$ cat src/rtl/common_pkg.sv
// Shared widths, bus payload and arbiter state type for the video Wishbone fabric.
package common_pkg;

    localparam int unsigned WB_ADDR_WIDTH = 24;
    localparam int unsigned DATA_WIDTH    = 32;
    localparam int unsigned OUTST_WIDTH   = 3;

    typedef enum logic [1:0] {
        ARB_IDLE   = 2'd0,
        ARB_GRANT0 = 2'd1,
        ARB_GRANT1 = 2'd2,
        ARB_DRAIN  = 2'd3
    } arb_state_t;

    // Request payload forwarded from the granted controller to the peripheral.
    typedef struct packed {
        logic [WB_ADDR_WIDTH-1:0] addr;
        logic [DATA_WIDTH-1:0]    data;
        logic                     we;
    } wb_req_t;

endpackage

$ cat src/rtl/wb_outstanding_counter.sv
// Counts accepted-but-unacknowledged Wishbone strobes; never underflows.
module wb_outstanding_counter
    import common_pkg::*;
#(
    parameter int unsigned MAX_OUTSTANDING = 4
) (
    input  logic                   wb_clock_i,
    input  logic                   reset_i,
    input  logic                   inc,
    input  logic                   dec,
    input  logic                   clear,
    output logic [OUTST_WIDTH-1:0] count,
    output logic                   full,
    output logic                   empty
);

    // Simultaneous inc and dec cancel; a dec at zero is a stray ack and is dropped.
    always_ff @(posedge wb_clock_i or posedge reset_i) begin
        if (reset_i) begin
            count <= '0;
        end else if (clear) begin
            count <= '0;
        end else if (inc && !dec) begin
            count <= count + OUTST_WIDTH'(1);
        end else if (dec && !inc && !empty) begin
            count <= count - OUTST_WIDTH'(1);
        end
    end

    // Occupancy flags used by the arbiter for stalling and release.
    always_comb begin
        full  = (count == OUTST_WIDTH'(MAX_OUTSTANDING));
        empty = (count == '0);
    end

endmodule

$ cat src/rtl/video_wb_arbiter.sv
// Two-controller Wishbone B4 pipelined arbiter: port 0 = video fetch, port 1 = MCU/SPI bridge.
// Optional macro WB_ARBITER_ROUND_ROBIN_EN: ties go to the port not granted most recently
// (default build: port 0 always wins ties).
module video_wb_arbiter
    import common_pkg::*;
#(
    parameter int unsigned MAX_OUTSTANDING = 4
) (
    input  logic                     wb_clock_i,
    input  logic                     reset_i,

    input  logic [WB_ADDR_WIDTH-1:0] wb0_addr_i,
    input  logic [DATA_WIDTH-1:0]    wb0_data_i,
    output logic [DATA_WIDTH-1:0]    wb0_data_o,
    input  logic                     wb0_we_i,
    input  logic                     wb0_cycle_i,
    input  logic                     wb0_strobe_i,
    output logic                     wb0_stall_o,
    output logic                     wb0_ack_o,

    input  logic [WB_ADDR_WIDTH-1:0] wb1_addr_i,
    input  logic [DATA_WIDTH-1:0]    wb1_data_i,
    output logic [DATA_WIDTH-1:0]    wb1_data_o,
    input  logic                     wb1_we_i,
    input  logic                     wb1_cycle_i,
    input  logic                     wb1_strobe_i,
    output logic                     wb1_stall_o,
    output logic                     wb1_ack_o,

    output logic [WB_ADDR_WIDTH-1:0] wbp_addr_o,
    output logic [DATA_WIDTH-1:0]    wbp_data_o,
    output logic                     wbp_we_o,
    output logic                     wbp_cycle_o,
    output logic                     wbp_strobe_o,
    input  logic [DATA_WIDTH-1:0]    wbp_data_i,
    input  logic                     wbp_stall_i,
    input  logic                     wbp_ack_i
);

    arb_state_t             state_q;
    arb_state_t             state_d;
    logic [OUTST_WIDTH-1:0] outst_count;
    logic                   outst_full;
    logic                   outst_empty;
    logic                   tie_to_port1;
    wb_req_t                req0;
    wb_req_t                req1;
    wb_req_t                req_fwd;

    // Read data is broadcast; only the granted controller sees an ack.
    assign wb0_data_o = wbp_data_i;
    assign wb1_data_o = wbp_data_i;

    assign req0 = '{addr: wb0_addr_i, data: wb0_data_i, we: wb0_we_i};
    assign req1 = '{addr: wb1_addr_i, data: wb1_data_i, we: wb1_we_i};

    assign wbp_addr_o = req_fwd.addr;
    assign wbp_data_o = req_fwd.data;
    assign wbp_we_o   = req_fwd.we;

    // Outstanding-request tracker shared by whichever controller holds the grant.
    wb_outstanding_counter #(
        .MAX_OUTSTANDING (MAX_OUTSTANDING)
    ) u_outst (
        .wb_clock_i (wb_clock_i),
        .reset_i    (reset_i),
        .inc        (wbp_strobe_o && !wbp_stall_i),
        .dec        (wbp_ack_i),
        .clear      (state_q == ARB_IDLE),
        .count      (outst_count),
        .full       (outst_full),
        .empty      (outst_empty)
    );

`ifdef WB_ARBITER_ROUND_ROBIN_EN
    logic last_grant_q;

    // Remember which port was granted last; resets to port 1 so the first tie favours video.
    always_ff @(posedge wb_clock_i or posedge reset_i) begin
        if (reset_i) begin
            last_grant_q <= 1'b1;
        end else if (state_q == ARB_IDLE && state_d == ARB_GRANT0) begin
            last_grant_q <= 1'b0;
        end else if (state_q == ARB_IDLE && state_d == ARB_GRANT1) begin
            last_grant_q <= 1'b1;
        end
    end

    assign tie_to_port1 = !last_grant_q;
`else
    assign tie_to_port1 = 1'b0;
`endif

    // Arbiter state register.
    always_ff @(posedge wb_clock_i or posedge reset_i) begin
        if (reset_i) begin
            state_q <= ARB_IDLE;
        end else begin
            state_q <= state_d;
        end
    end

    // Next-state and combinational pass-through of the granted controller.
    always_comb begin
        state_d      = state_q;
        req_fwd      = '0;
        wbp_cycle_o  = 1'b0;
        wbp_strobe_o = 1'b0;
        wb0_stall_o  = 1'b1;
        wb1_stall_o  = 1'b1;
        wb0_ack_o    = 1'b0;
        wb1_ack_o    = 1'b0;

        unique case (state_q)
            ARB_IDLE: begin
                if (wb0_cycle_i && wb1_cycle_i) begin
                    state_d = tie_to_port1 ? ARB_GRANT1 : ARB_GRANT0;
                end else if (wb0_cycle_i) begin
                    state_d = ARB_GRANT0;
                end else if (wb1_cycle_i) begin
                    state_d = ARB_GRANT1;
                end
            end

            ARB_GRANT0: begin
                req_fwd      = req0;
                wbp_cycle_o  = wb0_cycle_i;
                wbp_strobe_o = wb0_strobe_i && !outst_full;
                wb0_stall_o  = wbp_stall_i || outst_full;
                wb0_ack_o    = wbp_ack_i;
                if (!wb0_cycle_i) begin
                    state_d = outst_empty ? ARB_IDLE : ARB_DRAIN;
                end
            end

            ARB_GRANT1: begin
                req_fwd      = req1;
                wbp_cycle_o  = wb1_cycle_i;
                wbp_strobe_o = wb1_strobe_i && !outst_full;
                wb1_stall_o  = wbp_stall_i || outst_full;
                wb1_ack_o    = wbp_ack_i;
                if (!wb1_cycle_i) begin
                    state_d = outst_empty ? ARB_IDLE : ARB_DRAIN;
                end
            end

            ARB_DRAIN: begin
                // Hold the bus until abandoned transfers are acked; those acks go nowhere.
                wbp_cycle_o = 1'b1;
                if (outst_count == '0) begin
                    state_d = ARB_IDLE;
                end
            end

            default: begin
                state_d = ARB_IDLE;
            end
        endcase
    end

endmodule

$ cat config.mk
export PLATFORM = sky130hd
export DESIGN_NAME = video_wb_arbiter
export DESIGN_NICKNAME = d
export VERILOG_FILES = /design/src/rtl/common_pkg.sv /design/src/rtl/wb_outstanding_counter.sv /design/src/rtl/video_wb_arbiter.sv
export SDC_FILE = /design/constraint.sdc
export NUM_CORES = 1
export LEC_CHECK = 0
export CAP_MARGIN = 20
export CORE_AREA = 3 3 109 111
export DETAILED_ROUTE_END_ITERATION = 10
export DIE_AREA = 0 0 112 114
export PLACE_DENSITY = 0.72
export RECOVER_POWER = 50
export SLEW_MARGIN = 20
export SYNTH_ARGS = -nofsm -noshare
export SYNTH_HDL_FRONTEND = slang
export SYNTH_SLANG_ARGS = --single-unit
$ cat constraint.sdc
create_clock -name wb_clock_i -period 2.6 [get_ports wb_clock_i]
set_clock_uncertainty 0.15 [all_clocks]
set_input_delay 0.52 -clock wb_clock_i [delete_from_list [all_inputs] [get_ports wb_clock_i]]
set_output_delay 0.52 -clock wb_clock_i [all_outputs]
set_load 0.01 [all_outputs]
* Word-level counts from Yosys, hierarchy flattened *
Index checks and enable logic that the tools add are counted.

word-level totals
  flip-flop bits (word level) = 5
  output and inout port bits = 127
  word-level logic and storage cells = 47

operators by class
  $add $sub $neg = 2
  equal/unequal tests = 8
  multiplexer cells = 18
  reductions and logical operators = 17

operators with widths
  cell                                                 count
  one-hot mux 57 bit (2 select lines)                  1
  two-way mux 2 bit                                    7
  two-way mux 3 bit                                    3
  one-hot mux 2 bit (4 select lines)                   1
  logical AND 1 bit                                    7
  inequality test 2 bit, second input constant         3
  zero test 1 bit                                      5
  equality test 2 bit, second input constant           2
  two-way mux 1 bit                                    4
  inequality test 4 bit, second input constant         1
  AND reduction 4 bit                                  1
  adder 3 x 1 -> 3 bit, second input constant          1
  equality test 3 bit, second input constant           1
  zero test 3 bit                                      1
  one-hot mux 1 bit (3 select lines)                   1
  nonzero test 3 bit                                   1
  subtractor 3 x 1 -> 3 bit, second input constant     1
  equality test 2 x 1 -> 1 bit, second input constant  1
  zero test 2 bit                                      1
  one-hot mux 1 bit (2 select lines)                   1
  logical OR 1 bit                                     1

* Longest topological paths before layout *
  depth after elaboration = 11
  gate-level depth with buffers = 10
  depth with buffers taken out = 10

* Cells and area by module *
A second synthesis with hierarchy kept.

second synthesis, totals
  cells, all modules = 257
  area total of the unflattened synthesis = 1,895.6 um^2

modules (own cells, without submodules)
  module                  times used  cells each  area an instance (um^2)
  video_wb_arbiter        1           228         1,651.6
  wb_outstanding_counter  1           29          244.0

* Worst setup path after synthesis *
OpenSTA, ideal clock, no wires.

  kind = register to register
  from = register state_q[0]
  to = register u_outst.count[2]
  setup time = 0.128 ns
  arrival = 2.250 ns
  setup slack = 0.072 ns
  cell stages (with the launch flop) = 11
  cells stage by stage = dfrtp_1 -> inv_1 -> ha_1 -> nand2b_1 -> nor4_2 -> inv_1 -> fa_1 -> nor2b_1 -> o221a_1 -> a211oi_1 -> mux2_1

between the ends
  longest elaborated chain between the ends = 7
  elaborated cells on any way between the ends = 12
  those cells by class = 2 x eq/ne; 3 x mux; 7 x reduce/logical

ends and longest elaborated chain
  item                                                                        line                          source
  from (decl)                                                                 video_wb_arbiter.sv:40        arb_state_t state_q;
  from (signal assigned)                                                      video_wb_arbiter.sv:99        state_q <= state_d;
  equality test 2 bit / equality test 2 x 1 -> 1 bit (equally long branches)  video_wb_arbiter.sv:114       unique case (state_q)
  one-hot mux 1 bit (2 select lines)                                          video_wb_arbiter.sv:114
  logical AND 1 bit                                                           video_wb_arbiter.sv:67        .inc (wbp_strobe_o && !wbp_stall_i),
  zero test 1 bit                                                             wb_outstanding_counter.sv:25  end else if (dec && !inc && !empty) begin
  logical AND 1 bit (2 in a row)                                              wb_outstanding_counter.sv:25
  nonzero test 3 bit (no source line)                                         n/a
  to (signal assigned)                                                        wb_outstanding_counter.sv:24  count <= count + OUTST_WIDTH'(1);
  to (signal assigned)                                                        wb_outstanding_counter.sv:26  count <= count - OUTST_WIDTH'(1);
  to (decl)                                                                   wb_outstanding_counter.sv:12  output logic [OUTST_WIDTH-1:0] count,

Several ways; a longest one is shown, not always the timed one.
A chain may end at the register's enable or synchronous reset.

* Final worst setup path *
  from = register state_q[1]
  to = register u_outst.count[2]

Same word-level chain as after synthesis.

==> summary.md <==
| Metric | Value |
|---|---|
| Status | finished with violations |
| Failing checks | setup timing |
| Final hold vios | 0 |
| Ports | 281 |
| RSZ-0062 raised after global routing | true |
| Worst r2r src | state_q[1] |
| Tot GR Track Use | 11.9% |
| DRC Markers | 0 |
| Commonest non-fill, non-tap cells in the layout | clkdlybuf4s50_1 (138), nor2b_1 (58), a22oi_1 (54) |
| Final HPWL DP | 6720 um |
| Synth Area in Compound Gates | 28.9% |
| XOR/XNOR share of the synthesized area | 0.927% |
| Worst Setup Start Kind | flip-flop |
| Synth warnings | 0 |
| Area Growth Syn to Fin | 101% |
| Max-cap violations | 0 |
| Root Driver | clkbuf_8 |
| Top routing layer in use | met4 |
| H-Tree Depth | 1 |
| WL per Instance | 16.9 um |
| Avg Cell Area, Syn | 7.21 um^2 |
| Top FF cell, synth | dfrtp_1 |
| Initial antenna violation count | 0 |
| Vias in the first global route | 2383 |
| Cts bufs inserted | 3 |
| Total Neg Setup Slack | -74.7 ps |
| Combinational family with the most area after synthesis | buffers and inverters |
| DR vias/cell | 4.42 |
| Finish-stage setup viols | 1 |
| # hold bufs at CTS | 0 |
| Placer's final routability congestion estimate | 0.846 |
| Synthesized net count | 422 |
| Worst EP required | 2560 ps |
| Crit share post-route | 103% |
| M1 WL | 3410 um |
| CTS tree | done |
| Post-synth EDFFs | 0 |
| Worst hold path class | in -> async |
| Max frequency | 374 MHz |
| Synth async-reset ratio | 100% |
| Reg clk slew, reported paths | 40 ps |
| Detail Route met3 WL | 729 um |
| Violation count after the first detailed-route iteration | 116 |
| Int Pwr | 2.04 mW |
| CP arrival | 2630 ps |
| DR WL met2 | 4640 um |
| Pleak | 1.96 nW |
| Share of layout cells above drive strength 1 | 10.1% |
| # rows | 38 |
| Sw power | 1.59 mW |
| Commonest non-fill, non-tap cell in the layout | clkdlybuf4s50_1 |
| Cells on worst reg2reg path | 10 |
| Mapped Area | 0.00189 mm^2 |
| FF+latch count, synth | 5 |
| Critical Path Sink Type | flip-flop |
| Placed Cells | 515 |
| Non-Filler Instances | 527 |
| Multiplexer share of the synthesized area | 1.72% |
| Final Core Density | 34.9% |
| P per Cell Area | 957 mW/mm^2 |
| Worst slew pin tran | 347 ps |
| Combinational fraction of design power | 91.5% |
| Grt ovf | 0 |
| Clock Tree Buf Depth | 2 |
| Largest net degree at the start of global routing | 34 |
| DIE WIDTH | 112 um |
| Worst r2r dst | u_outst.count[2] |
| Worst setup path startpoint | state_q[1] |
| Worst Hold Slack | 495 ps |
| Synth Area in Adders | 4.37% |
| Clock sink total | 5 |
| Max_slew headroom | 76.7% |
| CP max FO | 4 |
| First-pass GRT wire length | 12700 um |
| Die Height | 114 um |
| Fin. max-slew vios | 0 |
| Reg2reg setup slack | -70 ps |
| Starting density of the core | 17.4% |
| Core area | 0.0109 mm^2 |
| Distinct cell type count after synthesis | 36 |
| Tot Pwr | 3.64 mW |
| Minimum clock period | 2670 ps |
| Final worst-path setup slack | -74.7 ps |
| Antenna viol nets, final | 0 |
| Worst skew pair latency | 230 ps |
| Post-Route WL | 8910 um |
| Worst Setup EP | u_outst.count[2] |
| Sequential share of the synthesized area | 6.62% |
| Drt pass-1 iters | 5 |
| Net Sw Frac | 43.8% |
| Die ar. | 0.0128 mm^2 |
| Nets@finish | 548 |
| Clock network power share | 4.2% |
| Port-buffer cells | 184 |
| Crit path kind | reg -> reg |
| Via count | 2330 |
| Ant diodes | 0 |
| Synth Area in Simple Gates | 26.6% |
| Seq pwr share | 4.2% |
| Peak VDD IR | 0.000700 V |
| Syn Inst Count | 262 |
-- timing repair --
| action | 4_1_cts | 5_1_grt |
|---|---|---|
| setup buffers | 4 | 3 |
| setup endpoints to repair | 60 | 57 |
| gates cloned | 0 | 1 |
| pin swaps | 1 | 2 |
| gates resized for setup | 26 | 44 |
-- power groups by stage --
stage | clock network [mW] | registers (mW) | logic [mW]
3_5_place_dp | 0 | 0.156 | 3.08
6_report | 0.153 | 0.154 | 3.33
4_1_cts | 0.150 | 0.152 | 3.29
3_3_place_gp | 0 | 0.153 | 3.04
5_1_grt | 0.156 | 0.159 | 3.58
2_1_floorplan | 0 | 0.149 | 1.69
-- routing by layer --
metal | up-vias | GRT usage [%]
met4 | 0 | 2.56
li1 | 1108 | -
met3 | 15 | 2.76
met2 | 148 | 22.3
met5 | - | 0
met1 | 1059 | 13.7
-- cells in the mapped netlist (2+ instances only) --
cell	n	area, um^2
ha_1	5	62.6
dfrtp_1	5	125
a22oi_1	58	435
clkbuf_1	14	52.6
xnor2_1	2	17.5
nor2_1	7	26.3
buf_2	2	10.0
a21oi_1	4	20.0
buf_4	64	480
o22a_1	2	17.5
nor2b_1	59	369
buf_1	4	15.0
and2_1	3	18.8
nor3b_1	2	15.0
nand2_1	4	15.0
inv_1	7	26.3
-- metrics by stage --
| step | setup WS (ps) | cell area (um^2) |
|---|---|---|
| floorplan | 72.4 | 1890 |
| global placement | -215 | 3480 |
| global route | -198 | 3800 |
| finish | -74.7 | 3800 |
| detailed placement | -305 | 3480 |
| CTS | -0.757 | 3630 |
-- worst max-delay path: stages, from the launching register on --
cell,delay (ps)
dfrtp_1,380
buf_4,160
ha_4,180
mux2i_1,150
nor4_2,340
inv_1,100
fa_2,370
nor2b_2,160
o221a_1,200
a211oi_1,60
mux2_1,310
-- sequential cells by signal (all words and copies together) (netlist names) --
signal and count:
state_q 2, u_outst.count 3
-- worst min path at each step --
stage                     cells after the start       start  slack (ps)               end
after floorplan                               1     reset_i         150        state_q[0]
after global placement                        1  state_q[1]         430        state_q[1]
after detailed placement                      1  state_q[1]         450        state_q[1]
after CTS                                     2     reset_i         370  u_outst.count[0]
final                                         2     reset_i         490        state_q[1]
after global routing                          2     reset_i         520        state_q[1]
-- cell type report --
cell class                 instances  area [um^2]
clock buffer                       4         45.0
fill                            1112         7090
inverter                           7         26.3
multi-input combinational        166         1250
sequential                         5          125
tap                              140          175
timing repair buffer             205         2180
-- cell families after synthesis --
kind of cell | Yosys count
buffers and inverters | 91
AND/OR/NAND/NOR | 82
AO/OA/AOI/OAI | 73
adder cells (fa/ha/maj) | 6
flip-flops | 5
multiplexers | 3
XOR/XNOR | 2
Power figures use the tool's default switching activity.
